===== src/rtl/nibble_uart_tx.sv =====
// Captures CPU output nibbles on strobe rising edges, buffers them in a small
// FIFO and sends each one to the host as an ASCII hex character (UART 8N1).
module nibble_uart_tx #(
    parameter int unsigned BAUD_COUNTS_PER_BIT        = 521,
    parameter int unsigned BAUD_RATE_COUNTER_BITWIDTH = 10,
    parameter int unsigned UART_DATA_LENGTH           = 8,
    parameter int unsigned FIFO_DEPTH                 = 4,
    parameter int unsigned FIFO_ADDR_WIDTH            = 2
) (
    input  logic                       clk_i,
    input  logic                       reset_i,
    input  logic [3:0]                 data_i,
    input  logic                       data_valid_strb_i,
    output logic                       tx_o,
    output logic                       busy_o,
    output logic                       fifo_full_o,
    output logic [FIFO_ADDR_WIDTH:0]   fifo_level_o,
    output logic                       overflow_o
);

    localparam int unsigned LVL_W = FIFO_ADDR_WIDTH + 1;
    localparam int unsigned CNT_W = BAUD_RATE_COUNTER_BITWIDTH;
    localparam int unsigned BIT_W = (UART_DATA_LENGTH > 1) ? $clog2(UART_DATA_LENGTH) : 1;
    localparam int unsigned PTR_W = FIFO_ADDR_WIDTH;

    localparam logic [CNT_W-1:0] CNT_LAST = CNT_W'(BAUD_COUNTS_PER_BIT - 1);
    localparam logic [BIT_W-1:0] BIT_LAST = BIT_W'(UART_DATA_LENGTH - 1);
    localparam logic [LVL_W-1:0] LVL_FULL = LVL_W'(FIFO_DEPTH);

    typedef enum logic [1:0] {IDLE, START, DATA, STOP} state_t;

    // Hex digit to ASCII: 0-9 -> '0'-'9', 10-15 -> 'A'-'F'
    function automatic logic [7:0] to_ascii(input logic [3:0] nib);
        if (nib < 4'd10) begin
            return 8'h30 + {4'h0, nib};
        end
        return 8'h37 + {4'h0, nib};
    endfunction

    logic                        strb_q;
    logic [3:0]                  mem [FIFO_DEPTH];
    logic [PTR_W-1:0]            wr_ptr_q;
    logic [PTR_W-1:0]            rd_ptr_q;
    logic [LVL_W-1:0]            level_q;
    logic [LVL_W-1:0]            level_d;
    logic                        full_q;
    logic                        overflow_q;

    state_t                      state_q;
    state_t                      state_d;
    logic [CNT_W-1:0]            cnt_q;
    logic [CNT_W-1:0]            cnt_d;
    logic [BIT_W-1:0]            bit_q;
    logic [BIT_W-1:0]            bit_d;
    logic [UART_DATA_LENGTH-1:0] shift_q;
    logic [UART_DATA_LENGTH-1:0] shift_d;
    logic                        tx_q;
    logic                        tx_d;
    logic                        busy_q;

    logic                        push_c;
    logic                        pop_c;
    logic                        accept_c;

    // A held strobe only pushes on its first cycle; a pop frees a slot in the same edge
    assign push_c   = data_valid_strb_i & ~strb_q;
    assign pop_c    = (state_q == IDLE) && (level_q != '0);
    assign accept_c = push_c && ((level_q < LVL_FULL) || pop_c);
    assign level_d  = level_q + LVL_W'(accept_c) - LVL_W'(pop_c);

    // FIFO storage (contents need no reset; pointers and level gate reads)
    always_ff @(posedge clk_i) begin
        if (accept_c) begin
            mem[wr_ptr_q] <= data_i;
        end
    end

    // Strobe history, FIFO pointers, occupancy and sticky overflow flag
    always_ff @(posedge clk_i) begin
        if (reset_i) begin
            strb_q     <= 1'b0;
            wr_ptr_q   <= '0;
            rd_ptr_q   <= '0;
            level_q    <= '0;
            full_q     <= 1'b0;
            overflow_q <= 1'b0;
        end else begin
            strb_q  <= data_valid_strb_i;
            level_q <= level_d;
            full_q  <= (level_d == LVL_FULL);
            if (accept_c) begin
                wr_ptr_q <= wr_ptr_q + PTR_W'(1);
            end
            if (pop_c) begin
                rd_ptr_q <= rd_ptr_q + PTR_W'(1);
            end
            if (push_c && !accept_c) begin
                overflow_q <= 1'b1;
            end
        end
    end

    // Transmit FSM state register; tx and busy are registered from next-state values
    always_ff @(posedge clk_i) begin
        if (reset_i) begin
            state_q <= IDLE;
            cnt_q   <= '0;
            bit_q   <= '0;
            shift_q <= '0;
            tx_q    <= 1'b1;
            busy_q  <= 1'b0;
        end else begin
            state_q <= state_d;
            cnt_q   <= cnt_d;
            bit_q   <= bit_d;
            shift_q <= shift_d;
            tx_q    <= tx_d;
            busy_q  <= (state_d != IDLE);
        end
    end

    // Transmit FSM next-state and line-level logic
    always_comb begin
        state_d = state_q;
        cnt_d   = cnt_q + CNT_W'(1);
        bit_d   = bit_q;
        shift_d = shift_q;
        tx_d    = 1'b1;
        unique case (state_q)
            IDLE: begin
                cnt_d = '0;
                if (pop_c) begin
                    state_d = START;
                    shift_d = UART_DATA_LENGTH'(to_ascii(mem[rd_ptr_q]));
                    tx_d    = 1'b0;
                end
            end
            START: begin
                tx_d = 1'b0;
                if (cnt_q == CNT_LAST) begin
                    state_d = DATA;
                    cnt_d   = '0;
                    bit_d   = '0;
                    tx_d    = shift_q[0];
                end
            end
            DATA: begin
                tx_d = shift_q[0];
                if (cnt_q == CNT_LAST) begin
                    cnt_d = '0;
                    if (bit_q == BIT_LAST) begin
                        state_d = STOP;
                        tx_d    = 1'b1;
                    end else begin
                        bit_d   = bit_q + BIT_W'(1);
                        shift_d = {1'b0, shift_q[UART_DATA_LENGTH-1:1]};
                        tx_d    = shift_d[0];
                    end
                end
            end
            STOP: begin
                tx_d = 1'b1;
                if (cnt_q == CNT_LAST) begin
                    state_d = IDLE;
                    cnt_d   = '0;
                end
            end
            default: begin
                state_d = IDLE;
                cnt_d   = '0;
            end
        endcase
    end

    assign tx_o         = tx_q;
    assign busy_o       = busy_q;
    assign fifo_full_o  = full_q;
    assign fifo_level_o = level_q;
    assign overflow_o   = overflow_q;

endmodule


===== config.mk =====
export PLATFORM = sky130hd
export DESIGN_NAME = nibble_uart_tx
export DESIGN_NICKNAME = d
export VERILOG_FILES = /design/src/rtl/nibble_uart_tx.sv
export SDC_FILE = /design/constraint.sdc
export NUM_CORES = 1
export LEC_CHECK = 0
export ABC_AREA = 1
export ABC_CLOCK_PERIOD_IN_PS = 2600
export CORE_MARGIN = 4
export CORE_UTILIZATION = 47
export CTS_BUF_LIST = sky130_fd_sc_hd__clkbuf_2 sky130_fd_sc_hd__clkbuf_4 sky130_fd_sc_hd__clkbuf_8
export DETAILED_ROUTE_END_ITERATION = 7
export PLACE_DENSITY = 0.75
export RECOVER_POWER = 100
export SETUP_SLACK_MARGIN = 0.3
export SLEW_MARGIN = 15
export SYNTH_ARGS = -nofsm -noshare
export SYNTH_HDL_FRONTEND = slang
export SYNTH_SLANG_ARGS = --single-unit

===== constraint.sdc =====
create_clock -name clk_i -period 2.6 [get_ports clk_i]
set_input_delay 0.78 -clock clk_i [delete_from_list [all_inputs] [get_ports clk_i]]
set_output_delay 0.78 -clock clk_i [all_outputs]
set_load 0.02 [all_outputs]

Word-level counts from Yosys, hierarchy flattened
Memories as Yosys holds them, arrays and structs flattened. A register that Yosys moved wholly into a read port is not among the register bits.
Index checks and enable logic that the tools add are counted.
{ "totals": {"ram_bits": 16, "n_memories": 1, "out_inout_bits": 7, "ff_bits": 35, "elab_cells": 78, "input_bits": 7} }
{ "classes": {"eq_ne": 10, "n_reduce_logical": 13, "mux": 30, "n_addsub": 8, "order_cmp": 2, "n_bitwise": 2} }
{ "mem_list": {"columns": ["name", "depth", "width", "read_ports", "rd_ports_with_merged_regs", "write_ports", "line", "source"], "rows": [
  ["mem", 4, 4, 1, 1, 1, "41", "logic [3:0] mem [FIFO_DEPTH];"]
]} }
{ "op_table": {"columns": ["op", "n"], "rows": [
  ["$mux 8", 5],
  ["$pmux 10 s2", 1],
  ["$pmux 8 s2", 1],
  ["$add 6x4->7 const A", 2],
  ["$mux 2", 7],
  ["$add 10x1->10 const B", 1],
  ["$eq 10x10->1 const B", 1],
  ["$mux 10", 1],
  ["$mux 1", 9],
  ["$mux 3", 3],
  ["$ne 2x2->1 const B", 4],
  ["$pmux 2 s4", 1],
  ["$reduce_and 4->1", 2],
  ["$eq 3x3->1 const B", 2],
  ["$pmux 3 s2", 1],
  ["$reduce_bool 2->1", 3],
  ["$add 2x1->2 const B", 2],
  ["$eq 2x2->1 const B", 2],
  ["$lt 4x4->1 const B", 1],
  ["$pmux 1 s4", 1],
  ["$add 3x1->3", 1],
  ["$add 3x1->3 const B", 1],
  ["$logic_and 1x1->1", 3],
  ["$lt 3x3->1 const B", 1],
  ["9 further kinds", 9]
]} }

Longest topological paths before layout
Gate-level depths: netlist (run 1).
{ "depth": {"word_depth": 7, "ltp_mapped": 12, "depth_no_buf": 12} }

Least setup slack after synthesis (run 1)
OpenSTA, ideal clock, no wires.
{ "synth_timing": {"path_type": "input-to-reg", "start": "input data_valid_strb_i", "end": "register full_q (netlist: fifo_full_o)", "path_buffers": 0, "arrival_time_ns": 2.233, "slack_ns": 0.289, "setup_ns": 0.078, "required_ns": 2.522, "cell_stages": 10, "cell_sequence": "inv_1 -> nor2_1 -> nand2_2 -> ha_1 -> inv_1 -> ha_1 -> fa_1 -> xor2_1 -> nand2_1 -> nor3_1"} }
{ "synth_between": {"elab_chain_len": 5} }
{ "synth_lines": {"columns": ["element", "line", "source"], "rows": [
  ["from (decl)", "13", "input logic data_valid_strb_i,"],
  ["$and 1x1->1", "66", "assign push_c = data_valid_strb_i & ~strb_q;"],
  ["$logic_and 1x1->1", "68", "assign accept_c = push_c && ((level_q < LVL_FULL) || pop_c);"],
  ["$add 3x1->3", "69", "assign level_d = level_q + LVL_W'(accept_c) - LVL_W'(pop_c);"],
  ["$sub 3x1->3", "69", null],
  ["$eq 3x3->1", "90", "full_q <= (level_d == LVL_FULL);"],
  ["to (signal assigned)", "90", null],
  ["to (decl)", "46", "logic full_q;"]
]} }
Every way passes these cells.
A chain may end at the register's enable or synchronous reset.

Worst setup path in the final report (run 1)
Same ends and word-level chain as after synthesis.

==> out/qor.csv, run 1 <==
stage,metric,value,unit
outcome,status,"finished, final reports clean",
cells_and_area,layout-drive-gt1-share,11.1,%
clock_network,numCtsBuffers,5,
routing,vias,1966,
sta,final.period_utilization,87.2,%
placed_design,hpwl,3420,µm
sta,hold_slack,0.476,ns
floorplanning,io_pins,14,
synth,syn_area_per_cell,8.12,µm²
pwr,leakage,0.00122,µW
synth,synth_nets,329,
worst_setup_path,crit_chain,dlygate4sd2_1 -> inv_2 -> nor2_1 -> nand2_2 -> ha_1 -> inv_1 -> ha_2 -> fa_2 -> xor2_1 -> nand2_1 -> nor3_2,
grt,grt_pass1_vias,1921,
worst_setup_path,timing.critical_path.buf_inv,3,
worst_setup_path,worst-path-max-fanout,2,
cells_and_area,fin_nets,352,
cells_and_area,area_delta_synth_final,13.1,%
synth,syn_area,0.00252,mm²
worst_setup_path,critPathSlowestCell,fa_2,
clock_network,clock_latency,0.31,ns
floorplanning,die_w,81.2,µm
routing,routed-wl-met2,2330,µm
worst_setup_path,max_stage_delay,0.35,ns
floorplanning,fp-row-count,26,
worst_setup_path,crit_arrival,2.51,ns
routing,drc,0,
synth,netlist_instances,310,
routing,routed_wirelength,4700,µm
floorplanning,initial_core_util,49.0,%
cells_and_area,n_antenna_cell,0,
worst_setup_path,cp-end-kind,flop,
grt,gr-total-overflow,0,
routing,routed-wl-met3,120,µm
synth,yosys_warnings,0,
clock_network,path_clk_slew,0.10,ns
worst_setup_path,required,2.84,ns
floorplanning,die_area,0.00659,mm²
synth,yosys.area.top_type,dfxtp_1,
grt,grt_antenna_before_repair,0,
routing,wl_met1,2210,µm
clock_network,cts_sinks,52,
sta,finalHoldViolCount,0,
routing,via_per_inst,4.87,
placed_design,gp_congestion,0.778,
synth,ys_seq_area_share,47.7,%
routing,wl_per_cell,11.6,µm
synth,synth_area_leaders,"dfxtp_1, edfxtp_1, nand2_1",
cells_and_area,final_area,0.00285,mm²
clock_network,ctsLongestPathBuffers,2,
routing,drtAntennaViolNets,0,
placed_design,io_buffers,13,
synth,yosys.area.top_type_share,28.6,%
sta,max-slew-margin-rel,62.9,%
worst_setup_path,cp-start-kind,primary input,
routing,dr.pass1.iters,4,
cells_and_area,final-seq-area,0.00120,mm²
sta,rsz0062_at_grt,false,
pwr,power_density,893,mW/mm²
pwr,total_power,2540,µW
floorplanning,dieHeight,81.2,µm
floorplanning,core_area,0.00514,mm²
grt,grt_pass1_wl,8340,µm
cells_and_area,multi_input_comb_area,0.00110,mm²
pwr,irDropWorstVdd,583,µV
synth,synth_cell_types,35,
routing,highest_layer,met4,
clock_network,cts_tree,built,
clock_network,root_buffer,clkbuf_8,
synth,ys_ff_latch,52,
sta,slew_viol_final,0,
sta,setup_viol,0,
job,drv_cap,0,
sta,fin_crit,2.27,ns
grt,gr-usage-all-layers,16.4,%
worst_setup_path,path_delay_family,adder cells,
sta,setup_total_negative_slack,0,ns
routing,drt_iter0_markers,134,
placed_design,place_area,0.00275,mm²
cells_and_area,final_util,55.4,%
cells_and_area,nFillCells,508,
clock_network,ctsHoldBuffers,0,
hold_path,min_path_type,flop to flop,
clock_network,htreeDepth,2,
sta,tightest_slew,0.556,ns
grt,grt_max_degree,18,
worst_setup_path,path_class,primary input to flop,
sta,skew,0.0151,ns
sta,fmax,441,MHz
-- sequential cells by signal, summed over array words and instances, names as in the netlist, named ones only --
register,count
tx_o,1
bit_q,3
busy_o,1
overflow_o,1
state_q,2
fifo_level_o,3
fifo_full_o,1
shift_q,7
mem,16
rd_ptr_q,2
strb_q,1
cnt_q,10
wr_ptr_q,2
-- power breakdown --
group / switching, µW / total (µW) / internal (µW) / leakage (µW)
Sequential: 108 / 1070 / 967 / 0.000441
Clock: 269 / 460 / 191 / 0.0000407
Combinational: 621 / 1010 / 389 / 0.000737
Total: 998 / 2540 / 1550 / 0.00122
-- cells in the final DEF (no fill, tap or decap), drive strengths merged --
cell type,n
a21oi,19
clkinv,1
o21a,1
dlygate4sd2,1
inv,55
nand3,18
fa,1
a21boi,1
nor2,39
nor3b,2
edfxtp,16
nand4,6
clkinvlp,2
dfxtp,36
nand3b,2
clkbuf,9
ha,11
xor2,1
xnor2,1
buf,2
o21ai,14
dlygate4sd3,12
nand2,74
nor4,3
and2,1
nor3,5
a31oi,1
-- cell families after synthesis --
kind of cell | after synthesis | share of synthesized area [%]
buffers and inverters | 58 | 8.89
XOR/XNOR | 2 | 0.696
AO/OA/AOI/OAI | 36 | 8.00
adder cells (fa/ha/maj) | 12 | 6.26
AND/OR/NAND/NOR | 150 | 28.5
flip-flops | 52 | 47.7
-- worst min-delay path, stage by stage, from the launching register on --
cell     delay (ns)
dfxtp_1        0.32
nand2_1        0.06
a21oi_1        0.05
-- cell type report --
| type | count | share of cell area (%) |
|---|---|---|
| tap | 70 | 3.07 |
| timing repair buffer | 19 | 5.71 |
| sequential | 52 | 42.2 |
| inverter | 55 | 7.33 |
| multi-input combinational | 200 | 38.6 |
| clock inverter | 3 | 0.747 |
| clock buffer | 5 | 2.42 |
-- synthesized netlist by cell type --
| cell type | n |
|---|---|
| nand2_1 | 69 |
| inv_1 | 47 |
| dfxtp_1 | 36 |
| nor2_1 | 34 |
| a21oi_1 | 17 |
| edfxtp_1 | 16 |
| nand3_1 | 14 |
| ha_1 | 11 |
| o21ai_0 | 9 |
| inv_2 | 6 |
| nand4_1 | 6 |
| nor3_1 | 5 |
| o21ai_1 | 5 |
| nand2_2 | 3 |
| nor2_4 | 3 |
| nor4_1 | 3 |
| clkbuf_1 | 2 |
| nand2_4 | 2 |
| nand3_2 | 2 |
| nand3_4 | 2 |
| nand3b_1 | 2 |
| nor2_2 | 2 |
| nor3b_1 | 2 |
| a21boi_0 | 1 |
| a21oi_2 | 1 |
| a21oi_4 | 1 |
| a31oi_1 | 1 |
| and2_1 | 1 |
| buf_4 | 1 |
| clkinv_1 | 1 |
| fa_1 | 1 |
| inv_4 | 1 |
| o21a_1 | 1 |
| xnor2_1 | 1 |
| xor2_1 | 1 |
-- layer usage --
metal  GRT usage, %  up-vias
met2           28.7       22
met5              0        -
li1               -     1037
met1           19.7      903
met4           6.42        0
met3           3.33        4
-- worst paths after layout --
check                                       start          end  slack [ns]  cells after the start
worst max register to register         state_q[0]  fifo_full_o        0.50                     11
worst min-delay path                     bit_q[1]     bit_q[1]        0.48                      2
worst max-delay path            data_valid_strb_i  fifo_full_o        0.33                     11
worst min register to register           bit_q[1]     bit_q[1]        0.48                      2
-- what timing repair did --
action | CTS | global route
buffers inserted | 3 | 0
resized for setup | 6 | 0
endpoints found under the setup margin | 3 | 0
-- through the flow --
stage,cells,worst slack (ns)
floorplan,310,0.329
global placement,393,-0.119
detailed placement,393,-0.191
CTS,404,0.392
global route,404,0.192
finish,404,0.333
Note: power is estimated with default switching activity, not from simulation.
==> run 2, diff against run 1 <==
--- a/config.mk
+++ b/config.mk
@@ -15,5 +15,4 @@
 export RECOVER_POWER = 100
 export SETUP_SLACK_MARGIN = 0.3
-export SLEW_MARGIN = 15
 export SYNTH_ARGS = -nofsm -noshare
 export SYNTH_HDL_FRONTEND = slang
==> constraint.sdc (replaced) <==
create_clock -name clk_i -period 2.6 [get_ports clk_i]
set_input_delay 0.78 -clock clk_i [delete_from_list [all_inputs] [get_ports clk_i]]
set_output_delay 0.78 -clock clk_i [all_outputs]
set_load 0.05 [all_outputs]
==> out/qor.csv, run 2 (synthesized netlist as in run 1, its figures left out) <==
stage,metric,value,unit
routing,vias,1928,
floorplanning,fp-row-count,26,
clock_network,ctsLongestPathBuffers,2,
sta,fmax,431,MHz
floorplanning,initial_core_util,49.0,%
routing,drc,0,
worst_setup_path,cp-end-kind,flop,
clock_network,ctsHoldBuffers,0,
clock_network,root_buffer,clkbuf_8,
routing,wl_per_cell,11.1,µm
clock_network,numCtsBuffers,5,
worst_setup_path,worst-path-max-fanout,2,
routing,drtAntennaViolNets,0,
worst_setup_path,critPathSlowestCell,fa_2,
worst_setup_path,required,2.84,ns
sta,setup_total_negative_slack,0,ns
clock_network,htreeDepth,2,
clock_network,clock_latency,0.31,ns
cells_and_area,final_common_cell,nand2_1,
job,drv_cap,0,
grt,grt_pass1_wl,8060,µm
worst_setup_path,crit_chain,dlygate4sd2_1 -> inv_1 -> nor2_4 -> nand2_1 -> ha_1 -> inv_1 -> ha_1 -> fa_2 -> xor2_1 -> nand2_1 -> nor3_2,
cells_and_area,area_delta_synth_final,12.2,%
cells_and_area,n_antenna_cell,0,
worst_setup_path,cp-start-kind,primary input,
placed_design,pre_cts_slack,-0.248,ns
grt,gr-usage-all-layers,15.8,%
worst_setup_path,crit_arrival,2.56,ns
grt,grt_pass1_vias,1822,
sta,setup_viol,0,
cells_and_area,regMostFlops,mem,
clock_network,cts_tree,built,
hold_path,min_path_type,flop to flop,
pwr,power_density,919,mW/mm²
clock_network,path_clk_slew,0.10,ns
floorplanning,core_area,0.00514,mm²
placed_design,io_buffers,13,
pwr,leakage,0.00122,µW
sta,skew,0.00526,ns
floorplanning,dieHeight,81.2,µm
pwr,irDropWorstVdd,648,µV
worst_setup_path,path_class,primary input to flop,
floorplanning,die_area,0.00659,mm²
cells_and_area,largest_reg_flops,16,
sta,finalHoldViolCount,0,
grt,grt_max_degree,18,
grt,grt_antenna_before_repair,0,
sta,rsz0062_at_grt,true,
routing,routed_wirelength,4470,µm
placed_design,gp_congestion,0.798,
sta,setup_slack,0.279,ns
sta,max-slew-margin-rel,59.2,%
cells_and_area,layout-drive-gt1-share,9.64,%
cells_and_area,most-common-layout-cells,"nand2_1, inv_1, dfxtp_1, nor2_1, a21oi_1",
cells_and_area,top_regs,"mem: 16 flops, cnt_q: 10 flops, shift_q: 7 flops",
pwr,total_power,2600,µW
sta,tightest_slew,0.612,ns
outcome,status,"finished, final reports clean",
cells_and_area,fin_nets,350,
routing,drt_iter0_markers,90,
worst_setup_path,max_stage_delay,0.37,ns
placed_design,hpwl,3340,µm
sta,slew_viol_final,0,
sta,fin_crit,2.32,ns
grt,gr-total-overflow,0,
sta,final.period_utilization,89.3,%
floorplanning,die_w,81.2,µm
routing,dr.pass1.iters,4,
floorplanning,io_pins,14,
routing,via_per_inst,4.80,
clock_network,cts_sinks,52,
run 2: changes by cell type in the layout (fill, tap and decap cells not counted), sizes merged:
cell	change
dlygate4sd3	-3
clkinvlp	-1
dlygate4sd2	+2
clkinv	+1
buf	-1
run 2: report_power, final:
part	total [µW]	switching (µW)	leakage (µW)	internal, µW
Sequential	1070	104	0.000441	967
Clock	466	273	0.0000447	192
Combinational	1060	687	0.000730	372
Total	2600	1060	0.00122	1530
run 2: metal layers:
layer | vias up | global-route usage (%) | share of wire [%]
li1 | 1030 | - | -
met1 | 873 | 19.5 | 47
met2 | 21 | 27.1 | 49
met3 | 4 | 3.66 | 2.6
met4 | 0 | 5.07 | 1.0
met5 | - | 0 | 0
run 2: cell type report:
| cell class | count | area [µm²] |
|---|---|---|
| Clock buffer | 5 | 68.8 |
| Sequential cell | 52 | 1200 |
| Tap cell | 70 | 87.6 |
| Fill cell | 500 | 2310 |
| Clock inverter | 3 | 22.5 |
| Timing Repair Buffer | 17 | 139 |
| Inverter | 55 | 209 |
| Multi-Input combinational cell | 200 | 1100 |
run 2: path summary, 6_finish.rpt:
path / start / endpoint / slack [ns] / cells past startpoint
worst max-delay path: data_valid_strb_i / fifo_full_o / 0.28 / 11
worst min-delay path: bit_q[1] / bit_q[1] / 0.47 / 2
worst max register to register: state_q[0] / fifo_full_o / 0.40 / 11
worst min register to register: bit_q[1] / bit_q[1] / 0.47 / 2
run 2: critical path: cells and delay by family:
kind	cells	cell delay (ns)
AND/OR/NAND/NOR	4	0.47
XOR/XNOR	1	0.16
adder cells (fa/ha/maj)	3	0.83
buffers and inverters	3	0.31
run 2: repair_timing:
action / CTS / global route
endpoints found under the hold margin: 0 / 0
endpoints found under the setup margin: 5 / 2
pin swaps: 4 / 1
buffers inserted: 1 / 0
gates resized for setup: 7 / 2
run 2: metrics by stage:
stage                     cells  hold slack [ns]  area [µm²]  utilization (%)
after detailed placement    393            0.459        2750             53.4
after CTS                   402            0.472        2850             55.5
after global routing        402            0.490        2830             55.0
final                       402            0.471        2830             55.0
after global placement      393            0.445        2750             53.4
after floorplan             310            0.429        2520                -
